`src/rtl/sp_rx_align.sv`:
```
// -----------------------------------------------------------------------------
// sp_rx_align -- serial-to-parallel receiver with comma alignment
//
// Receives the 32f serial lane one bit per clk_32f rising edge, MSB of each
// byte first. The upstream serializer sends the idle comma (COMMA, 0xBC)
// until this block raises `active`, then it sends data bytes.
//
// Operation:
//   HUNT   : look for COMMA at any bit offset. A hit fixes the byte phase.
//   SYNC   : count boundary-aligned commas. One non-comma byte on a boundary
//            sends the receiver back to HUNT.
//   LOCKED : emit every byte on its boundary. Comma bytes update data_out
//            but do not pulse valid_out.
//
// Ports:
//   clk_32f        in   bit clock, one serial bit per rising edge
//   reset_L        in   asynchronous active-low reset
//   in_serial      in   serial data, MSB first
//   data_out       out  [7:0] last byte captured on a boundary while LOCKED
//   valid_out      out  one-cycle pulse, data_out holds a new non-comma byte
//   active         out  high while LOCKED
//   comma_cnt_out  out  [3:0] current aligned-comma count (debug)
//
// Parameters:
//   COMMA          idle / alignment byte (default 8'hBC)
//   LOCK_COUNT     aligned commas needed to lock, legal 1..15 (default 4)
//
// Optional build macro:
//   SP_RX_LOSS_OF_LOCK_EN
//     When defined, two misaligned commas seen while LOCKED with no
//     boundary-aligned comma between them drop the lock and restart HUNT.
//     When undefined, LOCKED is left only through reset_L.
// -----------------------------------------------------------------------------
module sp_rx_align #(
  parameter logic [7:0]  COMMA      = 8'hBC,
  parameter int unsigned LOCK_COUNT = 4
) (
  input  logic       clk_32f,
  input  logic       reset_L,
  input  logic       in_serial,
  output logic [7:0] data_out,
  output logic       valid_out,
  output logic       active,
  output logic [3:0] comma_cnt_out
);

  // Lock threshold at the width of the comma counter.
  localparam logic [3:0] LOCK_CNT = 4'(LOCK_COUNT);

  typedef enum logic [1:0] {
    ST_HUNT   = 2'd0,
    ST_SYNC   = 2'd1,
    ST_LOCKED = 2'd2
  } state_t;

  state_t      r_state;
  logic [7:0]  r_sr;
  logic [2:0]  r_bit_cnt;
  logic [3:0]  r_comma_cnt;

  logic [7:0]  w_nxt;
  logic        w_is_comma;
  logic        w_boundary;
  logic [3:0]  w_cnt_inc;

  // The byte under test includes the bit arriving on this edge, so a comma
  // is detected on the same edge that samples its last bit.
  assign w_nxt      = {r_sr[6:0], in_serial};
  assign w_is_comma = (w_nxt == COMMA);
  assign w_boundary = (r_bit_cnt == 3'd7);
  // Only used in SYNC, where r_comma_cnt < LOCK_CNT <= 15, so no overflow.
  assign w_cnt_inc  = r_comma_cnt + 4'd1;

  assign comma_cnt_out = r_comma_cnt;

`ifdef SP_RX_LOSS_OF_LOCK_EN
  // Set by a misaligned comma while LOCKED; cleared by an aligned comma.
  logic r_misalign;
`endif

  // NOTE: all state is updated with non-blocking assignments so every
  // register samples the pre-edge values of the others; the reset branch is
  // in the sensitivity list so reset_L acts without waiting for a clock.
  always_ff @(posedge clk_32f or negedge reset_L) begin
    if (!reset_L) begin
      r_state     <= ST_HUNT;
      r_sr        <= 8'h00;
      r_bit_cnt   <= 3'd0;
      r_comma_cnt <= 4'd0;
      data_out    <= 8'h00;
      valid_out   <= 1'b0;
      active      <= 1'b0;
`ifdef SP_RX_LOSS_OF_LOCK_EN
      r_misalign  <= 1'b0;
`endif
    end else begin
      r_sr      <= w_nxt;
      valid_out <= 1'b0;

      case (r_state)
        // ---------------------------------------------------------------
        // Bit phase is unknown: accept a comma at any offset. The comma
        // hit closes a byte, so the next byte starts counting from 0.
        // ---------------------------------------------------------------
        ST_HUNT: begin
          r_bit_cnt <= 3'd0;
          if (w_is_comma) begin
            r_comma_cnt <= 4'd1;
            if (LOCK_CNT == 4'd1) begin
              r_state <= ST_LOCKED;
              active  <= 1'b1;
            end else begin
              r_state <= ST_SYNC;
            end
          end
        end

        // ---------------------------------------------------------------
        // Phase is fixed; only boundary bytes are examined. Any
        // non-comma boundary byte means the first hit was a false match.
        // ---------------------------------------------------------------
        ST_SYNC: begin
          r_bit_cnt <= r_bit_cnt + 3'd1;
          if (w_boundary) begin
            if (w_is_comma) begin
              r_comma_cnt <= w_cnt_inc;
              if (w_cnt_inc == LOCK_CNT) begin
                r_state <= ST_LOCKED;
                active  <= 1'b1;
              end
            end else begin
              r_comma_cnt <= 4'd0;
              r_state     <= ST_HUNT;
            end
          end
        end

        // ---------------------------------------------------------------
        // Deliver bytes. Commas are idle fill: they refresh data_out but
        // do not pulse valid_out. The comma count stays saturated.
        // ---------------------------------------------------------------
        ST_LOCKED: begin
          r_bit_cnt <= r_bit_cnt + 3'd1;
          if (w_boundary) begin
            data_out  <= w_nxt;
            valid_out <= !w_is_comma;
`ifdef SP_RX_LOSS_OF_LOCK_EN
            if (w_is_comma) begin
              r_misalign <= 1'b0;
            end
          end else if (w_is_comma) begin
            // Second misaligned comma without an aligned one in between:
            // the upstream phase has moved, so restart alignment.
            if (r_misalign) begin
              r_misalign  <= 1'b0;
              r_comma_cnt <= 4'd0;
              r_bit_cnt   <= 3'd0;
              active      <= 1'b0;
              r_state     <= ST_HUNT;
            end else begin
              r_misalign <= 1'b1;
            end
`endif
          end
        end

        default: begin
          r_state     <= ST_HUNT;
          r_bit_cnt   <= 3'd0;
          r_comma_cnt <= 4'd0;
          active      <= 1'b0;
        end
      endcase
    end
  end

endmodule

```
`config.mk`:
```
export PLATFORM = sky130hd
export DESIGN_NAME = sp_rx_align
export DESIGN_NICKNAME = d
export VERILOG_FILES = /design/src/rtl/sp_rx_align.sv
export SDC_FILE = /design/constraint.sdc
export NUM_CORES = 1
export LEC_CHECK = 0
export BUFFER_PORTS_ARGS = -buffer_cell sky130_fd_sc_hd__buf_2
export CAP_MARGIN = 10
export CORE_MARGIN = 1.5
export CORE_UTILIZATION = 45
export DETAILED_ROUTE_END_ITERATION = 12
export PLACE_DENSITY = 0.71
export SYNTH_ARGS = -nofsm -noshare
export SYNTH_HDL_FRONTEND = slang
export SYNTH_SLANG_ARGS = --single-unit
```
`constraint.sdc`:
```
create_clock -name clk_32f -period 2.1 [get_ports clk_32f]
set_input_delay 0.21 -clock clk_32f [delete_from_list [all_inputs] [get_ports clk_32f]]
set_output_delay 0.21 -clock clk_32f [all_outputs]
set_load 0.02 [all_outputs]
```
==> results of run 1 <==
## layer usage
metal	vias up	track usage	share of wire
met1	353	0.1964	0.45
met4	0	0.02564	0.0073
met3	2	0.05085	0.043
met2	14	0.2572	0.50
met5	-	0	0
li1	346	-	-
## metrics by stage
stage | setup slack (ns) | utilization | instance area [um^2] | std cells | hold WS [ns]
6_report | 0.3916 | 0.5309 | 1291 | 135 | 0.02818
5_1_grt | 0.2418 | 0.5309 | 1291 | 135 | 0.01961
4_1_cts | 0.3742 | 0.5309 | 1291 | 135 | 0.01533
3_5_place_dp | 0.4026 | 0.5118 | 1245 | 130 | 0.2342
3_3_place_gp | 0.4264 | 0.5118 | 1245 | 130 | 0.2300
2_1_floorplan | 0.5017 | - | 1139 | 85 | -0.08559
## power groups by stage
stage | clock network [mW] | logic [mW] | registers [mW]
final | 0.239 | 0.243 | 0.593
after global routing | 0.267 | 0.279 | 0.602
after CTS | 0.250 | 0.251 | 0.594
after detailed placement | 0 | 0.250 | 0.604
after global placement | 0 | 0.244 | 0.599
after floorplan | 0 | 0.172 | 0.606
## state kept, by name (all words and copies together) (netlist names)
signal	cells
comma_cnt_out	4
r_sr	7
valid_out	1
data_out	8
r_state	2
r_bit_cnt	3
active	1
## worst max-delay path, delay by kind of cell (launching register included)
family / cells / cell delay (ns)
AND/OR/NAND/NOR: 2 / 0.43
AO/OA/AOI/OAI: 2 / 0.46
flip-flops: 1 / 0.49
adder cells (fa/ha/maj): 1 / 0.28
## repair_timing
action,CTS,global route
hold buffers,1,0
gates resized for setup,0,0
hold endpoints to repair,26,0
buffers inserted,0,0
## worst paths after layout
path	from	endpoint	slack (ns)
worst max-delay path	comma_cnt_out[0]	active	0.39
worst min-delay path	in_serial	r_sr[0]	0.03
worst max register to register	comma_cnt_out[0]	active	0.39
worst min register to register	r_sr[2]	r_sr[3]	0.42
max in group asynchronous	reset_L	r_bit_cnt[2]	1.34
min in group asynchronous	reset_L	r_sr[6]	0.40
## kinds of logic after synthesis
family,after synthesis,share of synthesized area
compound gates,14,0.09672
buf+inv,7,0.02967
mux,8,0.07912
flops,26,0.5714
simple gates,23,0.1462
fa+ha+maj,7,0.07692
## area by class of cell
type / count / area share
repair buffers: 17 / 0.06977
inverters: 6 / 0.01744
clock buffers: 4 / 0.02810
well taps: 30 / 0.02907
multi-input cells: 52 / 0.3517
flip-flops and latches: 26 / 0.5039
## cell usage in the layout, fill, tap and decap left out, types with 2 or more instances in the layout
master,instances
buf_2,16
o22a_1,2
and2_1,3
dfrtp_1,26
inv_1,6
ha_1,7
nor2_1,5
clkbuf_4,3
nand2_1,2
mux2_2,8
nand4_1,2
o21ai_1,2
a21oi_1,2
nand4bb_1,2
==> metrics.txt, run 1 <==
status=finished clean; via count=715; Worst Setup End Kind=flip-flop; clock sinks=26; crit path max fanout=8; synthesized cell area=0.001139 mm^2; GPL Wtd Cong=0.7830; most frequent cells after synthesis=dfrtp_1, mux2_2, ha_1; slowest stage delay, CP=0.49 ns; WL/cell=13.17 um; TNS Setup=0 ns; vias in the first global route=735; Final Hold Violating Endpoints=0; syn nets=95; CP Data Required Time=2.36 ns; row cnt=18; detail-routed via count per cell=5.296; largest net degree at the start of global routing=27; post-synth cell types=30; setup violators final=0; share of the synthesized area in the top cell type=0.5714; combinational power share=0.226; clk buf depth=2; peak supply drop=0.6205 mV; Synth-to-Final Area Change=13.41%; Post-Route WL=1.778 mm; Mean Syn Cell Area=13.40 um^2; sequential element share of the synthesized area=0.5714; Pwr Total=1.074 mW; clk_lat worst skew=0.31 ns; Syn Inst Count=85; register bit total from synthesis=26; Final min period=1.708 ns; critical path's slowest cell=dfrtp_1; core area=0.002432 mm^2; period utilization=0.8135; Buffers on Ports=16; P per Cell Area=831.9 mW/mm^2; critical path type=flip-flop to flip-flop; Internal Power=0.7573 mW; Die Height=53.30 um; largest cells by area after synthesis=dfrtp_1, mux2_2, ha_1; ys async rst share=1.000; TritonCTS Buffers=3; first-pass GRT wire length=3.125 mm; area occupied by multi-input gates=454.2 um^2; RSZ-0062 raised after global routing=false; switching power=0.3169 mW; Post-synth EDFFs=0; Flop pwr share=0.552; HP Class=input pin to flip-flop; Hold Path Depth=1; nets=116; Post-DRT Antenna Nets=0; register area=650.6 um^2; skew final=0.004724 ns; worst-margin pin slew=0.5421 ns; gr ovfl total=0; leakage power=0.6688 nW; startpoint types=flip-flop; Fillers=214; Max Cap Viol=0; router iterations before antenna repair=4; area leader, netlist=dfrtp_1; CTS root buffer=clkbuf_4; Initial Util=0.4681; CP arrival=1.97 ns; I/O Pins=17; clk slew on worst S/H paths=0.13 ns; width of the die=53.30 um; clock network power share=0.222; Total GRT Usage=0.1543; CTS tree=done; Die ar.=0.002841 mm^2; post-DP HPWL=1.349 mm; initial antenna violation count=0; DR iter-0 viols=12; cell with the most instances after synthesis=dfrtp_1; cell chain of the critical path=ha_1 > nand3b_1 > o31ai_2 > and4b_1 > o22a_1; R2R depth=5; Switching Fraction=0.2950; antenna fix cells=0; YS warnings=0; CTS H-tree lvls=1; # DRC=0; ys flop type=dfrtp_1; Rel. slew slack=0.6386; Max Slew Vio Count=0; FMAX=0.5854 GHz; share of post-route cells with drive strength above 1=0.3048
No activity file was read; power rests on OpenSTA's default activity.
==> run 2, diff against run 1 <==
--- a/config.mk
+++ b/config.mk
@@ -5,6 +5,7 @@
 export SDC_FILE = /design/constraint.sdc
 export NUM_CORES = 1
 export LEC_CHECK = 0
+export ABC_AREA = 1
 export BUFFER_PORTS_ARGS = -buffer_cell sky130_fd_sc_hd__buf_2
 export CAP_MARGIN = 10
 export CORE_MARGIN = 1.5
==> constraint.sdc (replaced) <==
create_clock -name clk_32f -period 1.67 [get_ports clk_32f]
set_input_delay 0.167 -clock clk_32f [delete_from_list [all_inputs] [get_ports clk_32f]]
set_output_delay 0.167 -clock clk_32f [all_outputs]
set_load 0.02 [all_outputs]
==> run 2 against run 1 <==
  * Clock-buffer cell count shrank 1
  * First-iteration DRC count shrank 25%
  * Core utilization grew 0.70 points
  * Via count grew 14%
  * Cell count grew 26%
  * Non-clock buffer count grew 2
  * Setup slack lost 0.25 ns
  * Critical path type unchanged
  * Largest cell class unchanged
==> metrics.txt, run 2 <==
startpoint types=flip-flop; switching power=0.4501 mW; clock network power share=0.188; core area=0.002477 mm^2; Die Height=53.99 um; crit path max fanout=9; TNS Setup=0 ns; leakage power=0.7467 nW; Syn Inst Count=119; FMAX=0.6550 GHz; Buffers on Ports=16; initial antenna violation count=0; synthesized cell area=0.001170 mm^2; critical path type=flip-flop to flip-flop; CP arrival=1.73 ns; DR iter-0 viols=9; Worst Setup End Kind=flip-flop; commonest non-fill, non-tap cell in the layout=nand2_1; YS warnings=0; first-pass GRT wire length=3.236 mm; slowest stage delay, CP=0.40 ns; P per Cell Area=1011 mW/mm^2; Max Slew Vio Count=0; combinational power share=0.264; most frequent cells in the layout=nand2_1, dfrtp_1, inv_1; I/O Pins=17; clock sinks=26; clk slew on worst S/H paths=0.13 ns; Fillers=234; sequential element share of the synthesized area=0.5561; Final Hold Violating Endpoints=0; detail-routed via count per cell=4.776; router iterations before antenna repair=4; CP Data Required Time=1.87 ns; Most flops, register=data_out; post-DP HPWL=1.403 mm; setup violators final=0; nets=152; worst-margin pin slew=0.5467 ns; clk buf depth=2; largest net degree at the start of global routing=27; Final min period=1.527 ns; vias in the first global route=793; Mean Syn Cell Area=9.831 um^2; Total GRT Usage=0.1558; Post-Route WL=1.834 mm; ys async rst share=1.000; post-synth cell types=17; fin cells=170; clk_lat worst skew=0.31 ns; CTS tree=done; most frequent cells after synthesis=nand2_1, dfrtp_1, inv_1; antenna fix cells=0; Internal Power=0.8976 mW; GPL Wtd Cong=0.7808; R2R depth=4; Buf/Inv on CP=0; share of post-route cells with drive strength above 1=0.2143; Initial Util=0.4722; area leader, netlist=dfrtp_1; largest cells by area after synthesis=dfrtp_1, nand2_1, ha_1; Levels on crit path=4; Post-synth EDFFs=0; TritonCTS Buffers=3; HP Class=input pin to asynchronous set/reset pin; Post-Place Cells=165; critical path's slowest cell=dfrtp_1; share of the synthesized area in the top cell type=0.5561; peak supply drop=0.8548 mV; syn nets=129; cell mode on critical path=ha_1; gr ovfl total=0; RSZ-0062 raised after global routing=false; CTS root buffer=clkbuf_4; skew final=0.01077 ns; period utilization=0.9142; register bit total from synthesis=26; row cnt=18; Die ar.=0.002914 mm^2; Post-DRT Antenna Nets=0; Max Cap Viol=0; Flop pwr share=0.548; Switching Fraction=0.3340; via count=812; status=finished clean; WL/cell=10.79 um; cell chain of the critical path=ha_1 > ha_1 > nand2_1 > mux2_1; max reg flops=8; ys flop type=dfrtp_1; delay-heaviest family, CP=flip-flops; cell with the most instances after synthesis=nand2_1; CTS H-tree lvls=1; Synth-to-Final Area Change=13.90%; width of the die=53.99 um; # DRC=0; Rel. slew slack=0.6355
## run 2: cell count changes in the layout (fill, tap and decap cells not counted), sizes merged, moves of 3 or more
cell | before | now
nand3 | 1 | 5
inv | 6 | 20
o21ai | 2 | 7
nor2 | 5 | 9
mux2 | 8 | 5
and2 | 3 | 0
nand2 | 2 | 34
## run 2: cells by family after synthesis
logic type,share of synthesized area
DFF,0.5561
adders and majority gates,0.07486
muxes,0.04812
and+or+nand+nor,0.1968
buffers and inverters,0.07165
AOI/OAI and AO/OA,0.05241
## run 2: layout make-up
| class | count | area (um^2) | share of cell area |
|---|---|---|---|
| sequential | 26 | 650.6 | 0.4883 |
| timing repair buffer | 19 | 107.6 | 0.08075 |
| clock buffer | 3 | 22.52 | 0.01690 |
| multi-input combinational | 71 | 435.4 | 0.3268 |
| tap | 30 | 37.54 | 0.02817 |
| inverter | 21 | 78.83 | 0.05915 |
## run 2: per-stage QoR
stage / power, mW / setup slack, ns / area [um^2] / util / hold WS [ns]
2_1_floorplan: 1.021 / 0.2030 / 1170 / - / -0.1286
3_3_place_gp: 1.090 / 0.2073 / 1290 / 0.5207 / 0.1799
3_5_place_dp: 1.110 / 0.1454 / 1290 / 0.5207 / 0.1946
4_1_cts: 1.368 / 0.1262 / 1333 / 0.5379 / 0.3747
5_1_grt: 1.457 / 0.06000 / 1333 / 0.5379 / 0.3989
6_report: 1.348 / 0.1433 / 1333 / 0.5379 / 0.3465
## run 2: path summary, 6_finish.rpt
| kind | from | end | slack, ns |
|---|---|---|---|
| worst min-delay path | reset_L | data_out[6] | 0.35 |
| worst max register to register | r_bit_cnt[0] | data_out[4] | 0.14 |
| worst min register to register | r_sr[0] | r_sr[1] | 0.39 |
| worst max-delay path | r_bit_cnt[0] | data_out[4] | 0.14 |
| max in group asynchronous | reset_L | r_bit_cnt[1] | 0.95 |
| min in group clk_32f | r_sr[0] | r_sr[1] | 0.39 |
## run 2: layer usage
metal	track usage	vias up	share of wire
met4	0.03750	0	0.0060
li1	-	407	-
met2	0.2805	15	0.48
met1	0.1747	387	0.46
met3	0.05556	3	0.049
met5	0	-	0
## run 2: what timing repair did
item | in CTS | in global routing
hold buffers | 2 | 0
setup buffers | 0 | 0
resized for setup | 0 | 0
hold endpoints to repair | 27 | 0
## run 2: power by group through the flow
stage / registers [mW] / clock network, mW / logic (mW)
after global routing: 0.748 / 0.296 / 0.412
final: 0.738 / 0.253 / 0.356
after detailed placement: 0.752 / 0 / 0.359
after CTS: 0.738 / 0.266 / 0.363
after floorplan: 0.757 / 0 / 0.264
after global placement: 0.747 / 0 / 0.342
